[src/rtl/avalon_st_arb_pkg.sv]
// Shared types, limits and helpers for the packet-aware Avalon-ST arbiter.

package avalon_st_arb_pkg;

    typedef enum logic {ARB_IDLE, ARB_LOCKED} arb_state_t;

    localparam int unsigned MAX_INPUTS = 16;
    localparam int unsigned MIN_INPUTS = 2;

    // Modulo-n increment of a round-robin pointer.
    function automatic int unsigned rr_next(input int unsigned ptr, input int unsigned n);
        return (ptr + 1 >= n) ? 0 : ptr + 1;
    endfunction

endpackage

[src/rtl/avalon_st_arbiter_rr_grant.sv]
// Combinational round-robin picker: first requester at or after ptr, with wrap.

module avalon_st_arbiter_rr_grant #(
    parameter int unsigned N = 4,
    localparam int unsigned CH_W = $clog2(N)
) (
    input  logic [N-1:0]    req,
    input  logic [CH_W-1:0] ptr,
    output logic [N-1:0]    grant,
    output logic [CH_W-1:0] idx,
    output logic            any
);

    logic [CH_W:0]   pos;
    logic [CH_W-1:0] cand;

    always_comb begin
        grant = '0;
        idx   = '0;
        any   = 1'b0;
        pos   = '0;
        cand  = '0;
        for (int k = 0; k < N; k++) begin
            pos = {1'b0, ptr} + (CH_W+1)'(k);
            if (pos >= (CH_W+1)'(N)) begin
                pos = pos - (CH_W+1)'(N);
            end
            cand = pos[CH_W-1:0];
            if (!any && req[cand]) begin
                any         = 1'b1;
                grant[cand] = 1'b1;
                idx         = cand;
            end
        end
    end

endmodule

[src/rtl/avalon_st_arbiter.sv]
// Packet-aware round-robin merge of N_INPUTS Avalon-ST sources into one tagged stream.
// Define AVALON_ST_ARBITER_CHECK_EN to compile in protocol assertions.

module avalon_st_arbiter
    import avalon_st_arb_pkg::*;
#(
    parameter int unsigned N_INPUTS   = 4,
    parameter int unsigned DATA_WIDTH = 8,
    localparam int unsigned CH_W      = $clog2(N_INPUTS)
) (
    input  logic                           clk,
    input  logic                           rst_n,
    input  logic [N_INPUTS-1:0]            in_valid,
    input  logic [N_INPUTS*DATA_WIDTH-1:0] in_data,
    input  logic [N_INPUTS-1:0]            in_sop,
    input  logic [N_INPUTS-1:0]            in_eop,
    output logic [N_INPUTS-1:0]            in_ready,
    output logic                           out_valid,
    output logic [DATA_WIDTH-1:0]          out_data,
    output logic                           out_sop,
    output logic                           out_eop,
    output logic [CH_W-1:0]                out_channel,
    input  logic                           out_ready
);

    arb_state_t            state;
    arb_state_t            state_nxt;
    logic [CH_W-1:0]       rr_ptr;
    logic [CH_W-1:0]       owner;
    logic [N_INPUTS-1:0]   rr_gnt;
    logic [CH_W-1:0]       rr_idx;
    logic                  rr_any;
    logic [N_INPUTS-1:0]   grant;
    logic [CH_W-1:0]       xfer_idx;
    logic                  xfer;
    logic                  adv;
    logic [DATA_WIDTH-1:0] data_arr [N_INPUTS];

    assign adv      = ~out_valid | out_ready;
    assign in_ready = {N_INPUTS{adv & rst_n}} & grant;

    always_comb begin
        for (int i = 0; i < N_INPUTS; i++) begin
            data_arr[i] = in_data[i*DATA_WIDTH +: DATA_WIDTH];
        end
    end

    avalon_st_arbiter_rr_grant #(
        .N (N_INPUTS)
    ) u_rr_grant (
        .req   (in_valid),
        .ptr   (rr_ptr),
        .grant (rr_gnt),
        .idx   (rr_idx),
        .any   (rr_any)
    );

    always_ff @(posedge clk or negedge rst_n) begin
        if (!rst_n) begin
            state <= ARB_IDLE;
        end else begin
            state <= state_nxt;
        end
    end

    // Lock onto a source from its first beat until its eop.
    always_comb begin
        state_nxt = state;
        case (state)
            ARB_IDLE: begin
                if (xfer && !in_eop[xfer_idx]) begin
                    state_nxt = ARB_LOCKED;
                end
            end
            ARB_LOCKED: begin
                if (xfer && in_eop[owner]) begin
                    state_nxt = ARB_IDLE;
                end
            end
            default: state_nxt = ARB_IDLE;
        endcase
    end

    always_comb begin
        grant    = '0;
        xfer_idx = rr_idx;
        xfer     = 1'b0;
        case (state)
            ARB_IDLE: begin
                grant = rr_gnt;
                xfer  = adv & rr_any;
            end
            ARB_LOCKED: begin
                grant[owner] = 1'b1;
                xfer_idx     = owner;
                xfer         = adv & in_valid[owner];
            end
            default: ;
        endcase
    end

    // Pointer moves past a source only once its packet has ended.
    always_ff @(posedge clk or negedge rst_n) begin
        if (!rst_n) begin
            rr_ptr <= '0;
            owner  <= '0;
        end else if (xfer) begin
            if (in_eop[xfer_idx]) begin
                rr_ptr <= CH_W'(rr_next(32'(xfer_idx), N_INPUTS));
            end else if (state == ARB_IDLE) begin
                owner <= xfer_idx;
            end
        end
    end

    always_ff @(posedge clk or negedge rst_n) begin
        if (!rst_n) begin
            out_valid   <= 1'b0;
            out_data    <= '0;
            out_sop     <= 1'b0;
            out_eop     <= 1'b0;
            out_channel <= '0;
        end else if (adv) begin
            out_valid <= xfer;
            if (xfer) begin
                out_data    <= data_arr[xfer_idx];
                out_sop     <= in_sop[xfer_idx];
                out_eop     <= in_eop[xfer_idx];
                out_channel <= xfer_idx;
            end
        end
    end

`ifdef AVALON_ST_ARBITER_CHECK_EN
    initial begin
        if (N_INPUTS < MIN_INPUTS || N_INPUTS > MAX_INPUTS) begin
            $fatal(1, "avalon_st_arbiter: N_INPUTS=%0d out of range", N_INPUTS);
        end
    end

    a_grant_onehot0: assert property (@(posedge clk) disable iff (!rst_n)
        $onehot0(grant))
        else $error("avalon_st_arbiter: grant not one-hot-or-zero");

    a_idle_sop: assert property (@(posedge clk) disable iff (!rst_n)
        (state == ARB_IDLE && xfer) |-> in_sop[xfer_idx])
        else $error("avalon_st_arbiter: packet start without sop");

    a_locked_sop: assert property (@(posedge clk) disable iff (!rst_n)
        (state == ARB_LOCKED && xfer) |-> !in_sop[owner])
        else $error("avalon_st_arbiter: sop inside locked packet");

    a_out_stable: assert property (@(posedge clk) disable iff (!rst_n)
        (out_valid && !out_ready) |=> (out_valid && $stable(out_data) && $stable(out_sop)
                                       && $stable(out_eop) && $stable(out_channel)))
        else $error("avalon_st_arbiter: output changed under backpressure");

    for (genvar g = 0; g < N_INPUTS; g++) begin : g_valid_hold
        a_valid_hold: assert property (@(posedge clk) disable iff (!rst_n)
            (in_valid[g] && !in_ready[g]) |=> in_valid[g])
            else $error("avalon_st_arbiter: in_valid[%0d] dropped before handshake", g);
    end
`endif

endmodule

[config.mk]
export PLATFORM = sky130hd
export DESIGN_NAME = avalon_st_arbiter
export DESIGN_NICKNAME = d
export VERILOG_FILES = /design/src/rtl/avalon_st_arb_pkg.sv /design/src/rtl/avalon_st_arbiter_rr_grant.sv /design/src/rtl/avalon_st_arbiter.sv
export SDC_FILE = /design/constraint.sdc
export NUM_CORES = 1
export LEC_CHECK = 0
export ABC_AREA = 1
export BUFFER_PORTS_ARGS = -buffer_cell sky130_fd_sc_hd__buf_2
export CORE_MARGIN = 2
export CORE_UTILIZATION = 35
export CTS_CLUSTER_SIZE = 14
export DETAILED_ROUTE_END_ITERATION = 8
export GPL_TIMING_DRIVEN = 0
export PLACE_DENSITY_LB_ADDON = 0.1
export SYNTH_ARGS = -nofsm -noshare
export SYNTH_HDL_FRONTEND = slang
export SYNTH_SLANG_ARGS = --single-unit
[constraint.sdc]
create_clock -name clk -period 2.26 [get_ports clk]
set_input_delay 0.113 -clock clk [delete_from_list [all_inputs] [get_ports clk]]
set_output_delay 0.113 -clock clk [all_outputs]
set_load 0.02 [all_outputs]
* Yosys cells after proc, flatten, opt, wreduce, memory -nomap -nowiden
Cells that the tools add are included.
** Word-level totals
- Bits of input ports :: 47
- Output and inout bits :: 17
- Logic and storage cells :: 114
- Bits in registers :: 18
** Operators by class
- Mux-type cells :: 52
- Bitwise operators :: 12
- Reduce and logical (&&, ||, !) cells :: 17
- Magnitude comparators :: 17
- $add $sub $neg :: 8
** Operators with widths (number)
- $mux 2 :: 10
- $mux 1 :: 19
- $lt 2x3->1 const B :: 6
- $bmux 1 s2 :: 8
- $bmux 8 s2 :: 1
- $mux 4 :: 4
- $mux 8 :: 2
- $ge 3x3->1 const B :: 5
- $or 4x4->4 :: 3
- $demux 1 s2 :: 5
- $ge 2x1->1 const B :: 5
- $logic_and 1x1->1 :: 10
- $pmux 4 s2 :: 1
- $sub 2x1->2 const B :: 4
- $add 2x1->3 const B :: 2
- $add 2x2->3 const B :: 2
- $and 4x4->4 :: 1
- $logic_not 1->1 :: 4
- $pmux 1 s2 :: 2
- $reduce_and 2->1 :: 2
- $and 1x1->1 :: 3
- $ge 2x3->1 const B :: 1
- $not 1->1 :: 3
- $not 2->3 :: 1
- 2 further kinds :: 2

* Depth between registers and ports, before layout
- Depth in word-level cells :: 21
- Gate-level depth with buffers :: 16
- Gate-level depth less buffers :: 15

* Modules after synthesis
Synthesis repeated with hierarchy kept, for this count alone.
** Second synthesis, totals
- Cells, all modules :: 280
- Area, all modules :: 1770.4 µm²
** By module, submodules not included
- avalon_st_arbiter :: sequential area each 450.4 µm², cells each 206, times used 1, area each 1330.0 µm²
- avalon_st_arbiter_rr_grant :: sequential area each 0.0 µm², cells each 74, times used 1, area each 440.4 µm²

* Worst setup path before layout
Ideal clock, no wire load.
- Path type :: reg-to-reg
- From :: reg rr_ptr[1]
- To :: reg rr_ptr[0]
- Cell stages (with the launch flop) :: 17
- Data arrival time :: 2340 ps
- Path buffers :: 1
- Library setup time :: 65 ps
- Slack :: -145 ps
- Clock period less this slack :: 2405 ps
- Required time :: 2195 ps
- Cell sequence :: dfrtp_1 > inv_1 > ha_1 > inv_1 > nand3_1 > nand2_2 > nor2_4 > nand3_2 > nand2_2 > nand2_4 > nand2_8 > inv_4 > buf_6 > ha_1 > nor3_2 > nand2_1 > nand2_1
** Between the ends
- Longest elaborated chain between the ends :: 18
- Elaborated cells between the ends (all ways) :: 46
- Those cells by class :: add/sub (8); order compare (5); mux (25); bitwise (1); reduce/logical (7)
** RTL lines
- start, declared :: line avalon_st_arbiter.sv:28 : logic [CH_W-1:0] rr_ptr;
- start signal, assigned :: line avalon_st_arbiter.sv:109 : rr_ptr <= CH_W'(rr_next(32'(xfer_idx), N_INPUTS));
- branches (longest 13 deep; another with $add 2x1->3)
- $mux 2 (*) :: line avalon_st_arbiter_rr_grant.sv:29 : if (!any && req[cand]) begin
- $mux 2 (*) :: line avalon_st_arbiter.sv:88 : case (state)
- net xfer_idx[0] :: line avalon_st_arbiter.sv:34 : logic [CH_W-1:0] xfer_idx;
- $add 2x1->3 or $bmux 1 s2 (tied branches) :: line avalon_st_arb_pkg.sv:12, avalon_st_arbiter.sv:108
- $ge 3x3->1 or $mux 1 (tied branches) :: line avalon_st_arb_pkg.sv:12, avalon_st_arbiter.sv:108
- $mux 2 or $reduce_and 2->1 (tied branches)
Mark *: on every way through the listed nets, which the timed path passes. The select of a mux whose other input is x is not followed.
A chain may end at the register's enable or synchronous reset.

* Worst setup path after layout
- From :: reg rr_ptr[0]
- To :: out in_ready[2]
** Between the ends
- Longest elaborated chain between the ends :: 16
- Elaborated cells between the ends (all ways) :: 61
- Those cells by class :: add/sub (7); order compare (12); mux (28); bitwise (4); reduce/logical (10)
** RTL lines
- branches (longest 13 deep; another with $add 2x1->3)
- $mux 4 (*) :: line avalon_st_arbiter_rr_grant.sv:29
- $pmux 4 s2 (*) :: line avalon_st_arbiter.sv:88
- $and 4x4->4 (*) :: line avalon_st_arbiter.sv:40 : assign in_ready = {N_INPUTS{adv & rst_n}} & grant;
- end, declared :: line avalon_st_arbiter.sv:17 : output logic [N_INPUTS-1:0] in_ready,
Every way passes the cells marked *. The select of a mux whose other input is x is not followed.

==> run summary <==
dominant register cell in the synthesized netlist = dfrtp_1
Critical Path AT = 2.20 ns
slew margin rel. = 68.9%
setup repair after global routing missed its margin = true
#FFs+latches synth = 18
failing checks = negative setup slack
share of synthesized registers carrying an async set or reset = 100%
f_max = 433 MHz
Die Width = 75.4 um
synthesis warning total = 0
count of antenna-violating nets left after detailed routing = 0
static leakage = 1.40 nW
cell count after synthesis = 276
Critical Path Slowest Stage Cell = dfrtp_2
cell area power density = 1880 nW/um^2
standard cell core area = 4820 sq um
run status = complete, but fails checks
# diodes = 0
vias per cell = 4.90
clock network latency to the later pin of the worst-skew pair = 0.25 ns
antenna violations before repair = 0
total global routing overflow = 0
Max rail drop VDD = 0.739 mV
fraction of final layout cells sized beyond drive strength 1 = 40.1%
placer's final routability congestion estimate = 0.903
global-route wire length before repair = 8.27 mm
final core area utilization = 53.4%
EDFF count, synth = 0
DR WL/cell = 13.0 um
total of buffers placed on input and output ports = 63
max incr delay on CP = 0.41 ns
kind of end point of the critical path = primary output
Worst EP required = 2.15 ns
Detail Placement HPWL = 4.16 mm
Cell Chain, Critical Path = inv_6, ha_4, buf_6, nand3_2, nand2_2, nand4_1, inv_2, nand2_2, nand3_2, a21oi_1, nor3_1, buf_2
# nets final = 424
detailed-route DRC error count = 0
Pre-Repair DR Iteration Count = 4
worst setup margin = -0.0496 ns
class of the tightest hold or removal check = in2reg
unique cell type count in the Yosys netlist = 32
worst clock skew = 0.00276 ns
starting density of the core = 37.0%
largest driver fanout on the critical path = 5
clk root buf = clkbuf_8
most common library cell in the layout ignoring fill and taps = nand2_1
clock slew at reported path FFs = 0.07 ns
Min Hold Slack = 0.122 ns
pin count of the biggest net entering global routing = 20
maxcap violations = 0
total negative setup slack = -0.0496 ns
vias in the first global route = 1799
number of nets produced by synthesis = 332
Chip Height = 75.4 um
I/O pins = 64
path type of the worst setup path = reg2out
critical path launch point type = flip-flop
final count of pins violating max slew = 0
Iteration-0 DRC Markers = 70
Mean Syn Cell Area = 6.46 sq um
clk buf depth = 2
clock tree from TritonCTS = yes
total clock buffers created by CTS = 3
aggregate global-route resource usage = 18.9%
non-filler instance count after layout = 434
share of synthesized area occupied by flip-flops and latches = 25.2%
Slew @ Worst Pin = 0.465 ns
clk sink count = 18
die outline area = 5690 sq um
netlist area before placement = 1780 sq um
count of endpoints failing hold in the final timing report = 0
number of levels the H-tree was split into = 1
Post-Route WL = 5.64 mm
most frequent cells in the layout = 97 x nand2_1, 63 x buf_2, 23 x nand3_1, 22 x inv_1, 20 x buf_4
instance count after placement with tap cells included = 406
number of rows in the core area = 25
setup violation total in the final timing report = 1
Via Count = 2126
final worst path period need = 2.31 ns
final critical-path share of the clock period = 102%
area growth from synthesis to layout = 44.2%
## where the power goes
part	switching (mW)	internal (mW)
sequential	0.124	0.500
clock	0.105	0.155
combinational	2.36	1.58
## cells by family after synthesis
group / synth area share, %
adder cells (fa/ha/maj): 6.31
buffers and inverters: 9.19
AO/OA/AOI/OAI: 12.9
flip-flops: 25.2
AND/OR/NAND/NOR: 46.4
## critical path: cells and delay by family (launching register included)
family | cells | cell delay (ns)
simple gates | 6 | 0.65
buf+inv | 4 | 0.51
compound gates | 1 | 0.06
fa+ha+maj | 1 | 0.31
flops | 1 | 0.41
## final timing paths
check                                         from                          to  slack (ns)  cells after the start
hold / removal                         in_data[17]     out_data[1]$_DFFE_PN0P_        0.12                      3
min in group asynchronous                    rst_n  out_channel[0]$_DFFE_PN0P_        0.32                      2
max in group asynchronous                    rst_n       rr_ptr[1]$_DFFE_PN0P_        1.63                      2
setup reg to reg             rr_ptr[0]$_DFFE_PN0P_     out_data[6]$_DFFE_PN0P_        0.07                     14
setup / recovery             rr_ptr[0]$_DFFE_PN0P_                 in_ready[2]       -0.05                     12
hold reg to reg            out_data[5]$_DFFE_PN0P_     out_data[5]$_DFFE_PN0P_        0.49                      2
## metal layers
metal | wire (um) | up-vias | track usage, % | share of wire (%)
li1 | - | 1087 | - | -
met1 | 2560 | 979 | 25.9 | 45
met2 | 2850 | 58 | 32.1 | 50
met3 | 220 | 2 | 2.91 | 3.9
met4 | 19 | 0 | 3.12 | 0.34
met5 | 0 | - | 0 | 0
## area by class of cell
| type | instances | area [sq um] |
|---|---|---|
| inverters | 30 | 130 |
| clock buffers | 4 | 55.1 |
| plain buffers | 4 | 42.5 |
| multi-input cells | 223 | 1280 |
| repair buffers | 88 | 531 |
| well taps | 67 | 83.8 |
| flip-flops and latches | 18 | 453 |
| fillers | 534 | 2240 |
## sequential cells by signal, indices dropped and copies added, names as in the netlist
signal	count
owner	2
out_sop	1
out_eop	1
state	1
out_valid	1
out_channel	2
out_data	8
rr_ptr	2
## cell usage after synthesis, types with 4 or more instances
cell type / count / share of area [%]
o211ai_1: 9 / 3.8
a21oi_1: 7 / 2.0
nand4_1: 4 / 1.4
o21ai_0: 9 / 2.5
nand2_1: 106 / 22
ha_1: 9 / 6.3
nand3_1: 30 / 8.4
dfrtp_1: 18 / 25
nand3_2: 4 / 2.2
inv_1: 25 / 5.3
nand2_2: 5 / 1.8
nor2_1: 18 / 3.8
## metrics by stage
| step | total power [mW] | area (sq um) | worst slack [ns] |
|---|---|---|---|
| 2_1_floorplan | 2.97 | 1800 | 0.0309 |
| 3_3_place_gp | 3.70 | 2200 | -0.270 |
| 3_5_place_dp | 3.74 | 2200 | -0.291 |
| 4_1_cts | 4.33 | 2400 | 0.000323 |
| 5_1_grt | 5.24 | 2570 | -0.106 |
| 6_report | 4.83 | 2570 | -0.0496 |
## repair_timing
item                                    in CTS  in global routing
endpoints found under the setup margin      21                 19
hold buffers                                 1                  0
resized for setup                           15                 27
cloned                                       0                  0
endpoints found under the hold margin       18                  0
setup buffers                               14                 10
pin swaps                                   11                 20
(Power assumes the default switching activity.)
